[config.mk]
export PLATFORM = sky130hd
export DESIGN_NAME = uart_tx
export DESIGN_NICKNAME = d
export VERILOG_FILES = /design/src/rtl/uart_pkg.sv /design/src/rtl/uart_bit_timer.sv /design/src/rtl/uart_tx.sv
export SDC_FILE = /design/constraint.sdc
export NUM_CORES = 1
export LEC_CHECK = 0
export CAP_MARGIN = 15
export CORE_MARGIN = 4
export CORE_UTILIZATION = 54
export CTS_CLUSTER_DIAMETER = 100
export DETAILED_ROUTE_END_ITERATION = 12
export GPL_ROUTABILITY_DRIVEN = 0
export HOLD_SLACK_MARGIN = 0.05
export PLACE_DENSITY = 0.77
export SLEW_MARGIN = 40
export SYNTH_ARGS = -nofsm -noshare
export SYNTH_HDL_FRONTEND = slang
export SYNTH_SLANG_ARGS = --single-unit
[constraint.sdc]
create_clock -name i_clk -period 2.9 [get_ports i_clk]
set_input_delay 0.87 -clock i_clk [delete_from_list [all_inputs] [get_ports i_clk]]
set_output_delay 0.87 -clock i_clk [all_outputs]
set_load 0.02 [all_outputs]
[src/rtl/uart_pkg.sv]
// Shared UART definitions used by the transmitter and by the matching receiver.
package uart_pkg;

    // Payload width of one UART character.
    localparam int UART_DATA_BITS = 8;

    // Default bit period in clock cycles, shared by the TX/RX pair.
    localparam int UART_CLK_PER_BIT_DEFAULT = 4;

    // Transmit frame states. S_PARITY is only reachable when parity is built in.
    typedef enum logic [2:0] {
        S_IDLE   = 3'd0,
        S_START  = 3'd1,
        S_DATA   = 3'd2,
        S_PARITY = 3'd3,
        S_STOP   = 3'd4
    } uart_state_e;

endpackage

[src/rtl/uart_bit_timer.sv]
// Bit-period timer: counts 0..CLK_PER_BIT-1 while enabled and flags the last
// cycle of each serial bit with a one-cycle o_bit_end pulse.
module uart_bit_timer #(
    parameter int CLK_PER_BIT = 4
) (
    input  logic i_clk,
    input  logic i_rst,
    input  logic i_en,
    input  logic i_clr,
    output logic o_bit_end
);

    localparam int CW = (CLK_PER_BIT > 1) ? $clog2(CLK_PER_BIT) : 1;
    localparam logic [CW-1:0] LAST = CW'(CLK_PER_BIT - 1);

    logic [CW-1:0] cnt_q;
    logic [CW-1:0] cnt_d;

    // Wrap explicitly at LAST so non-power-of-2 periods never run past the bit.
    always_comb begin
        cnt_d = cnt_q;
        if (i_clr) begin
            cnt_d = '0;
        end else if (i_en) begin
            cnt_d = (cnt_q == LAST) ? '0 : cnt_q + 1'b1;
        end
    end

    assign o_bit_end = i_en && !i_clr && (cnt_q == LAST);

    // Counter register.
    always_ff @(posedge i_clk or posedge i_rst) begin
        if (i_rst) begin
            cnt_q <= '0;
        end else begin
            cnt_q <= cnt_d;
        end
    end

endmodule

[src/rtl/uart_tx.sv]
// 8N1 / 8N2 UART transmitter, LSB first, with a one-byte holding register.
// Optional parity bit after data bit 7 when UART_TX_PARITY_EN is defined
// (sense chosen by PARITY_ODD); without the macro no parity logic exists.
module uart_tx
    import uart_pkg::*;
#(
    parameter int CLK_PER_BIT = UART_CLK_PER_BIT_DEFAULT,
    parameter int STOP_BITS   = 1,
    parameter int PARITY_ODD  = 0
) (
    input  logic                      i_clk,
    input  logic                      i_rst,
    input  logic [UART_DATA_BITS-1:0] i_data,
    input  logic                      i_data_valid,
    output logic                      o_data_ready,
    output logic                      o_tx,
    output logic                      o_busy
);

    localparam logic [2:0] LAST_DATA_IDX = 3'(UART_DATA_BITS - 1);
    localparam logic       LAST_STOP_IDX = 1'(STOP_BITS - 1);

    // Reject parameter values the frame logic cannot represent.
    generate
        if (CLK_PER_BIT < 2 || (STOP_BITS != 1 && STOP_BITS != 2) ||
            (PARITY_ODD != 0 && PARITY_ODD != 1)) begin : g_param_check
            $error("uart_tx: illegal CLK_PER_BIT, STOP_BITS or PARITY_ODD");
        end
    endgenerate

    uart_state_e               state_q, state_d;
    logic [2:0]                bit_idx_q, bit_idx_d;
    logic                      stop_idx_q, stop_idx_d;
    logic [UART_DATA_BITS-1:0] shift_q, shift_d;
    logic [UART_DATA_BITS-1:0] hold_data_q, hold_data_d;
    logic                      hold_full_q, hold_full_d;
    logic                      tx_q, tx_d;
    logic                      busy_q, busy_d;
`ifdef UART_TX_PARITY_EN
    logic                      par_q, par_d;
`endif

    logic bit_end;
    logic load;
    logic accept;

    uart_bit_timer #(
        .CLK_PER_BIT(CLK_PER_BIT)
    ) u_bit_timer (
        .i_clk    (i_clk),
        .i_rst    (i_rst),
        .i_en     (state_q != S_IDLE),
        .i_clr    (state_q == S_IDLE),
        .o_bit_end(bit_end)
    );

    // Holding register only accepts when empty; a byte loads into the
    // shifter only from the registered full flag, so accept and load
    // never happen on the same edge.
    assign accept       = i_data_valid && !hold_full_q;
    assign o_data_ready = !hold_full_q;
    assign o_tx         = tx_q;
    assign o_busy       = busy_q;

    // Next-state, shifter, holding register and registered line value.
    always_comb begin
        state_d     = state_q;
        bit_idx_d   = bit_idx_q;
        stop_idx_d  = stop_idx_q;
        shift_d     = shift_q;
        hold_data_d = hold_data_q;
        hold_full_d = hold_full_q;
`ifdef UART_TX_PARITY_EN
        par_d       = par_q;
`endif
        load        = 1'b0;

        case (state_q)
            S_IDLE: begin
                if (hold_full_q) begin
                    load = 1'b1;
                end
            end
            S_START: begin
                if (bit_end) begin
                    state_d   = S_DATA;
                    bit_idx_d = '0;
                end
            end
            S_DATA: begin
                if (bit_end) begin
                    shift_d = shift_q >> 1;
                    if (bit_idx_q == LAST_DATA_IDX) begin
`ifdef UART_TX_PARITY_EN
                        state_d = S_PARITY;
`else
                        state_d = S_STOP;
`endif
                        stop_idx_d = 1'b0;
                    end else begin
                        bit_idx_d = bit_idx_q + 3'd1;
                    end
                end
            end
`ifdef UART_TX_PARITY_EN
            S_PARITY: begin
                if (bit_end) begin
                    state_d    = S_STOP;
                    stop_idx_d = 1'b0;
                end
            end
`endif
            S_STOP: begin
                if (bit_end) begin
                    if (stop_idx_q == LAST_STOP_IDX) begin
                        // Waiting byte goes straight into a new start bit.
                        if (hold_full_q) begin
                            load = 1'b1;
                        end else begin
                            state_d = S_IDLE;
                        end
                    end else begin
                        stop_idx_d = 1'b1;
                    end
                end
            end
            default: begin
                state_d = S_IDLE;
            end
        endcase

        if (load) begin
            state_d     = S_START;
            shift_d     = hold_data_q;
            hold_full_d = 1'b0;
`ifdef UART_TX_PARITY_EN
            par_d       = (^hold_data_q) ^ 1'(PARITY_ODD);
`endif
        end

        if (accept) begin
            hold_full_d = 1'b1;
            hold_data_d = i_data;
        end

        case (state_d)
            S_START:  tx_d = 1'b0;
            S_DATA:   tx_d = shift_d[0];
`ifdef UART_TX_PARITY_EN
            S_PARITY: tx_d = par_d;
`endif
            default:  tx_d = 1'b1;
        endcase

        busy_d = (state_d != S_IDLE) || hold_full_d;
    end

    // State, datapath and output registers; reset drops any partial frame
    // and the held byte and returns the line high.
    always_ff @(posedge i_clk or posedge i_rst) begin
        if (i_rst) begin
            state_q     <= S_IDLE;
            bit_idx_q   <= '0;
            stop_idx_q  <= 1'b0;
            shift_q     <= '0;
            hold_data_q <= '0;
            hold_full_q <= 1'b0;
            tx_q        <= 1'b1;
            busy_q      <= 1'b0;
`ifdef UART_TX_PARITY_EN
            par_q       <= 1'b0;
`endif
        end else begin
            state_q     <= state_d;
            bit_idx_q   <= bit_idx_d;
            stop_idx_q  <= stop_idx_d;
            shift_q     <= shift_d;
            hold_data_q <= hold_data_d;
            hold_full_q <= hold_full_d;
            tx_q        <= tx_d;
            busy_q      <= busy_d;
`ifdef UART_TX_PARITY_EN
            par_q       <= par_d;
`endif
        end
    end

endmodule

* Word-level counts from Yosys, hierarchy flattened
Cells that the tools add are included.
** Word-level totals
- Output and inout bits :: 3
- Register bits :: 28
- Input bits :: 11
** Cells by class
- Reduce and logical (&&, ||, !) cells :: 17
- Mux-type cells :: 30
- Add/subtract/negate cells :: 2
- Equal/unequal tests :: 12
** Operator list (number)
- 2-to-1 mux 3 bit :: 10
- 2-to-1 mux 8 bit :: 3
- one-hot mux 3 bit (4 select lines) :: 1
- inequality test 2 bit, second input constant :: 5
- nonzero test 2 bit :: 5
- 2-to-1 mux 1 bit :: 9
- AND reduction 4 bit :: 2
- equality test 3 x 1 -> 1 bit, second input constant :: 2
- equality test 3 x 2 -> 1 bit, second input constant :: 2
- equality test 3 bit, second input constant :: 2
- 2-to-1 mux 2 bit :: 3
- one-hot mux 1 bit (2 select lines) :: 3
- one-hot mux 3 bit (2 select lines) :: 1
- nonzero test 3 bit :: 2
- adder 3 x 1 -> 3 bit, second input constant :: 1
- logical AND 1 bit :: 3
- logical NOT 3 bit :: 1
- adder 2 x 1 -> 2 bit, second input constant :: 1
- equality test 2 bit, second input constant :: 1
- logical NOT 1 bit :: 2
- AND reduction 2 bit :: 1
- logical OR 1 bit :: 1

* Longest topological paths before layout
Gate-level depths: netlist (run 1).
- Word-level depth :: 9
- Mapped depth :: 6
- Mapped depth without buffers :: 6

* Modules after synthesis
From an unflattened synthesis (run 1), not the netlist that was laid out.
** Unflattened totals
- Cell total of the unflattened synthesis :: 110
- Area, all modules :: 1318.8 sq um
** Modules (own cells, without submodules)
- uart_tx :: instances 1, area each 1207.4 sq um, cells an instance 99
- uart_bit_timer :: instances 1, area each 111.4 sq um, cells an instance 11

* Worst setup path before layout (run 1)
Ideal clock, no wire load.
- Path type :: input to register
- Start point :: input i_data_valid
- End point :: register hold_data_q[0]
- Path slack :: 1.302 ns
- Cell stages on the path :: 3
- Arrival time :: 1.470 ns
- Data required time :: 2.772 ns
- Library setup time :: 0.128 ns
- Cell sequence :: nor2b_1 > buf_2 > mux2_1
** On the way
- Word-level cells in the longest chain between the ends :: 1
** Ends and longest elaborated chain
- start, declared :: line uart_tx.sv:14 : input logic i_data_valid,
- logical AND 1 bit :: line uart_tx.sv:60 : assign accept = i_data_valid && !hold_full_q;
- end signal, assigned :: line uart_tx.sv:178 : hold_data_q <= hold_data_d;
- end, declared :: line uart_tx.sv:35 : logic [UART_DATA_BITS-1:0] hold_data_q, hold_data_d;
No other way between the ends.
A chain may end at the register's enable or synchronous reset.

* Worst setup path after layout (run 1)
- Start point :: register tx_q, in the netlist o_tx
- End point :: output o_tx
** RTL lines
- start, declared :: line uart_tx.sv:37 : logic tx_q, tx_d;
- start signal, assigned :: line uart_tx.sv:180 : tx_q <= tx_d;
- end, declared :: line uart_tx.sv:16 : output logic o_tx,
No word-level cell between the ends.

==> impl_metrics.csv, run 1 <==
group,metric,value,unit
power_and_ir_drop,cellPowerDensity,896,nW/um2
placement,hpwl,1.54,mm
timing,rsz0062_at_grt,"false",
logic_synthesis,yosys_warnings,0,
timing,slew_headroom,0.653,
floorplan,num_rows,17,
routing,drt-vias-per-instance,5.58,
worst_setup_path,critPathTopFamily,"buffers and inverters",
logic_synthesis,synth_top_family_by_area,"simple AND/OR/NAND/NOR gates",
layout,fill_cells,181,
layout,multi_input_area,532,um2
timing,setup_tns,0,ns
logic_synthesis,synth.distinct_cells,28,
timing,clock_skew,0.0116,ns
status,outcome,"finished, final reports clean",
worst_setup_path,crit_chain,"clkdlybuf4s50_1",
logic_synthesis,syn_area,1270,um2
logic_synthesis,synthTopCellsByArea,"dfrtp_1 (51%), mux2_1 (7.1%), nor2b_1 (4.4%), o21ai_1 (4.3%), a22oi_1 (4.1%)",
logic_synthesis,muxShareOfSynthArea,0.0707,
cts,htree_num_levels,1,
routing,vias,876,
worst_setup_path,cp_max_fo,1,
worst_setup_path,crit_slowest_cell,"clkdlybuf4s50_1",
logic_synthesis,synth_edf_count,0,
cts,cts_tree,"built",
power_and_ir_drop,power_leakage,0.618,nW
timing,hold_violations,0,
power_and_ir_drop,ir_drop,0.000548,V
cts,postCtsSetupBuffers,0,
placement,numPortBuffers,13,
cts,numCtsBuffers,3,
cts,path_clk_slew,0.14,ns
grt,grt_max_degree,28,
routing,drtAntennaViolNets,0,
worst_setup_path,worstSetupPathType,"reg -> out",
floorplan,core,2230,um2
logic_synthesis,ys.flop_type,"dfrtp_1",
worst_hold_path,hp-class,"reg -> reg",
cts,root_buffer,"clkbuf_4",
logic_synthesis,synthAdderAreaFrac,0.0295,
logic_synthesis,syn_inst,116,
timing,setup_viol_count_final,0,
layout,drive_gt1_frac,0.0930,
logic_synthesis,ys_seq_elements,27,
logic_synthesis,async_reset_ff_frac,1.00,
worst_setup_path,crit_arrival,1.46,ns
logic_synthesis,syn-num-nets,130,
floorplan,die_x,56.6,um
layout,final_area,1450,um2
logic_synthesis,yosys.area_share.simple,0.159,
worst_setup_path,critPathLaunchType,"flip-flop",
timing,drv_slew,0,
logic_synthesis,synth.most_common_cell,"dfrtp_1",
routing,routed_wl,2.11,mm
timing,tightestPinTransition,0.520,ns
timing,period_minus_slack,2.33,ns
timing,worst_slack,0.575,ns
worst_setup_path,worstPathRequired,2.03,ns
grt,grt_pass1_vias,859,
layout,area_growth,13.9,%
placement,place_area,1420,um2
routing,wl_per_cell,13.5,um
placement,place_ws,0.718,ns
worst_setup_path,max_stage_delay,0.59,ns
cts,cts_buffer_depth,2,
logic_synthesis,synth_xor_area_frac,0,
worst_setup_path,crit_buf_inv,1,
floorplan,ios,14,
run,maxCapViolations,0,
logic_synthesis,synth-seq-area-share,0.531,
layout,seq_area,677,um2
floorplan,dieHeight,56.6,um
logic_synthesis,synth-compound-area-share,0.158,
cts,postCtsHoldBufs,0,
routing,drcViolationCount,0,
layout,n_antenna_cell,0,
timing,post-route-period-util,0.802,
grt,grt_pass1_wl,3.63,mm
routing,first_pass_iters,4,
cts,cts.repair.resized,0,
cts,clock_sinks,27,
grt,antenna_found_initial,0,
layout,fin_nets,144,
logic_synthesis,synth_common_cells,"dfrtp_1 (26), o21ai_1 (11), nor2b_1 (9), inv_1 (8), mux2_1 (8)",
floorplan,design.die.area,3200,um2
worst_setup_path,endpoint_kind,"output port",
routing,drt_iter0_markers,22,
grt,grt_remaining_overflow,0,
logic_synthesis,syn_area_per_cell,11.0,um2
logic_synthesis,synth_top_cell_by_area,"dfrtp_1",
timing,max_freq,430,MHz
logic_synthesis,yosysTopAreaCellShare,0.511,
floorplan,start_util,0.570,
cts,insertion_delay,0.34,ns
grt,grt_use_total,0.145,
## layout make-up
type	instances	area share
Tap cell	28	0.0242
Sequential cell	27	0.467
Clock buffer	3	0.0155
Inverter	8	0.0207
Multi-Input combinational cell	75	0.367
Timing Repair Buffer	15	0.100
Clock inverter	1	0.00604
## final timing paths
kind | startpoint | end | slack [ns] | depth (start not counted)
worst min-delay path | u_bit_timer.cnt_q[0] | u_bit_timer.cnt_q[0] | 0.46 | 1
worst max register to register | u_bit_timer.cnt_q[0] | o_tx | 1.25 | 5
max in group asynchronous | i_rst | o_tx | 1.73 | 3
worst max-delay path | o_tx | o_tx | 0.57 | 1
worst min register to register | u_bit_timer.cnt_q[0] | u_bit_timer.cnt_q[0] | 0.46 | 1
min in group asynchronous | i_rst | hold_data_q[6] | 0.86 | 3
## report_power, final
part	internal, mW	switching [mW]	leakage [nW]
clock network	0.0564	0.116	0.0183
logic	0.228	0.244	0.271
registers	0.533	0.121	0.329
total	0.818	0.481	0.618
## state kept, by name (all words and copies together), names as in the netlist
register / flops
o_tx: 1
hold_data_q: 8
hold_full_q: 1
bit_idx_q: 3
state_q: 3
shift_q: 8
o_busy: 1
u_bit_timer.cnt_q: 2
## through the flow
step | total power [mW] | utilization | hold slack (ns) | instances
2_1_floorplan | 1.01 | - | 0.415 | 116
3_3_place_gp | 1.11 | 0.635 | 0.423 | 153
3_5_place_dp | 1.14 | 0.635 | 0.434 | 153
4_1_cts | 1.32 | 0.649 | 0.452 | 157
5_1_grt | 1.41 | 0.649 | 0.478 | 157
6_report | 1.30 | 0.649 | 0.458 | 157
## metal layers
layer  track usage  part of all wire  vias to the layer above
met5             0                 0                        -
met4        0.0814             0.024                        0
met3        0.0299             0.053                        5
met2         0.234              0.47                       25
met1         0.178              0.45                      419
li1              -                 -                      427
## layout by cell type, fill, tap and decap left out, types with 2 or more instances in the layout
cell / count
nand3b_1: 2
o21ai_1: 11
mux2_1: 8
clkbuf_4: 3
nand2b_1: 3
nor2_1: 4
clkdlybuf4s50_1: 13
nor2b_1: 9
a22oi_1: 7
dfrtp_1: 26
buf_4: 2
nor3_1: 4
a22o_1: 2
ha_1: 3
o21ai_0: 4
inv_1: 8
nand2_1: 7
## cell families after synthesis
logic type / after synthesis
flip-flops: 27
AND/OR/NAND/NOR: 34
multiplexers: 8
adder cells (fa/ha/maj): 3
buffers and inverters: 14
AO/OA/AOI/OAI: 30
Note: power is estimated with default switching activity, not from simulation.
==> run 2, diff against run 1 <==
- clock period: 2.9 -> 2.35 ns (I/O delays scaled with it)
==> results of run 2 <==
Same layout as run 1 (identical final DEF). Status: finished, final reports clean.
Main changes from that run: setup slack after placement 0.718 ns -> 0.333 ns; setup slack after layout 0.575 ns -> 0.190 ns; register-to-register setup slack 1.25 ns -> 0.70 ns; total power 1.30 mW -> 1.60 mW; worst IR drop on VDD 0.000548 V -> 0.000676 V
==> run 3, diff against run 2 <==
- ABC_AREA: not set -> 0
==> results of run 3 <==
Same layout as run 1 (identical final DEF). Status: finished, final reports clean.
Main changes from that run: setup slack after placement 0.718 ns -> 0.333 ns; setup slack after layout 0.575 ns -> 0.190 ns; register-to-register setup slack 1.25 ns -> 0.70 ns; total power 1.30 mW -> 1.60 mW; worst IR drop on VDD 0.000548 V -> 0.000676 V
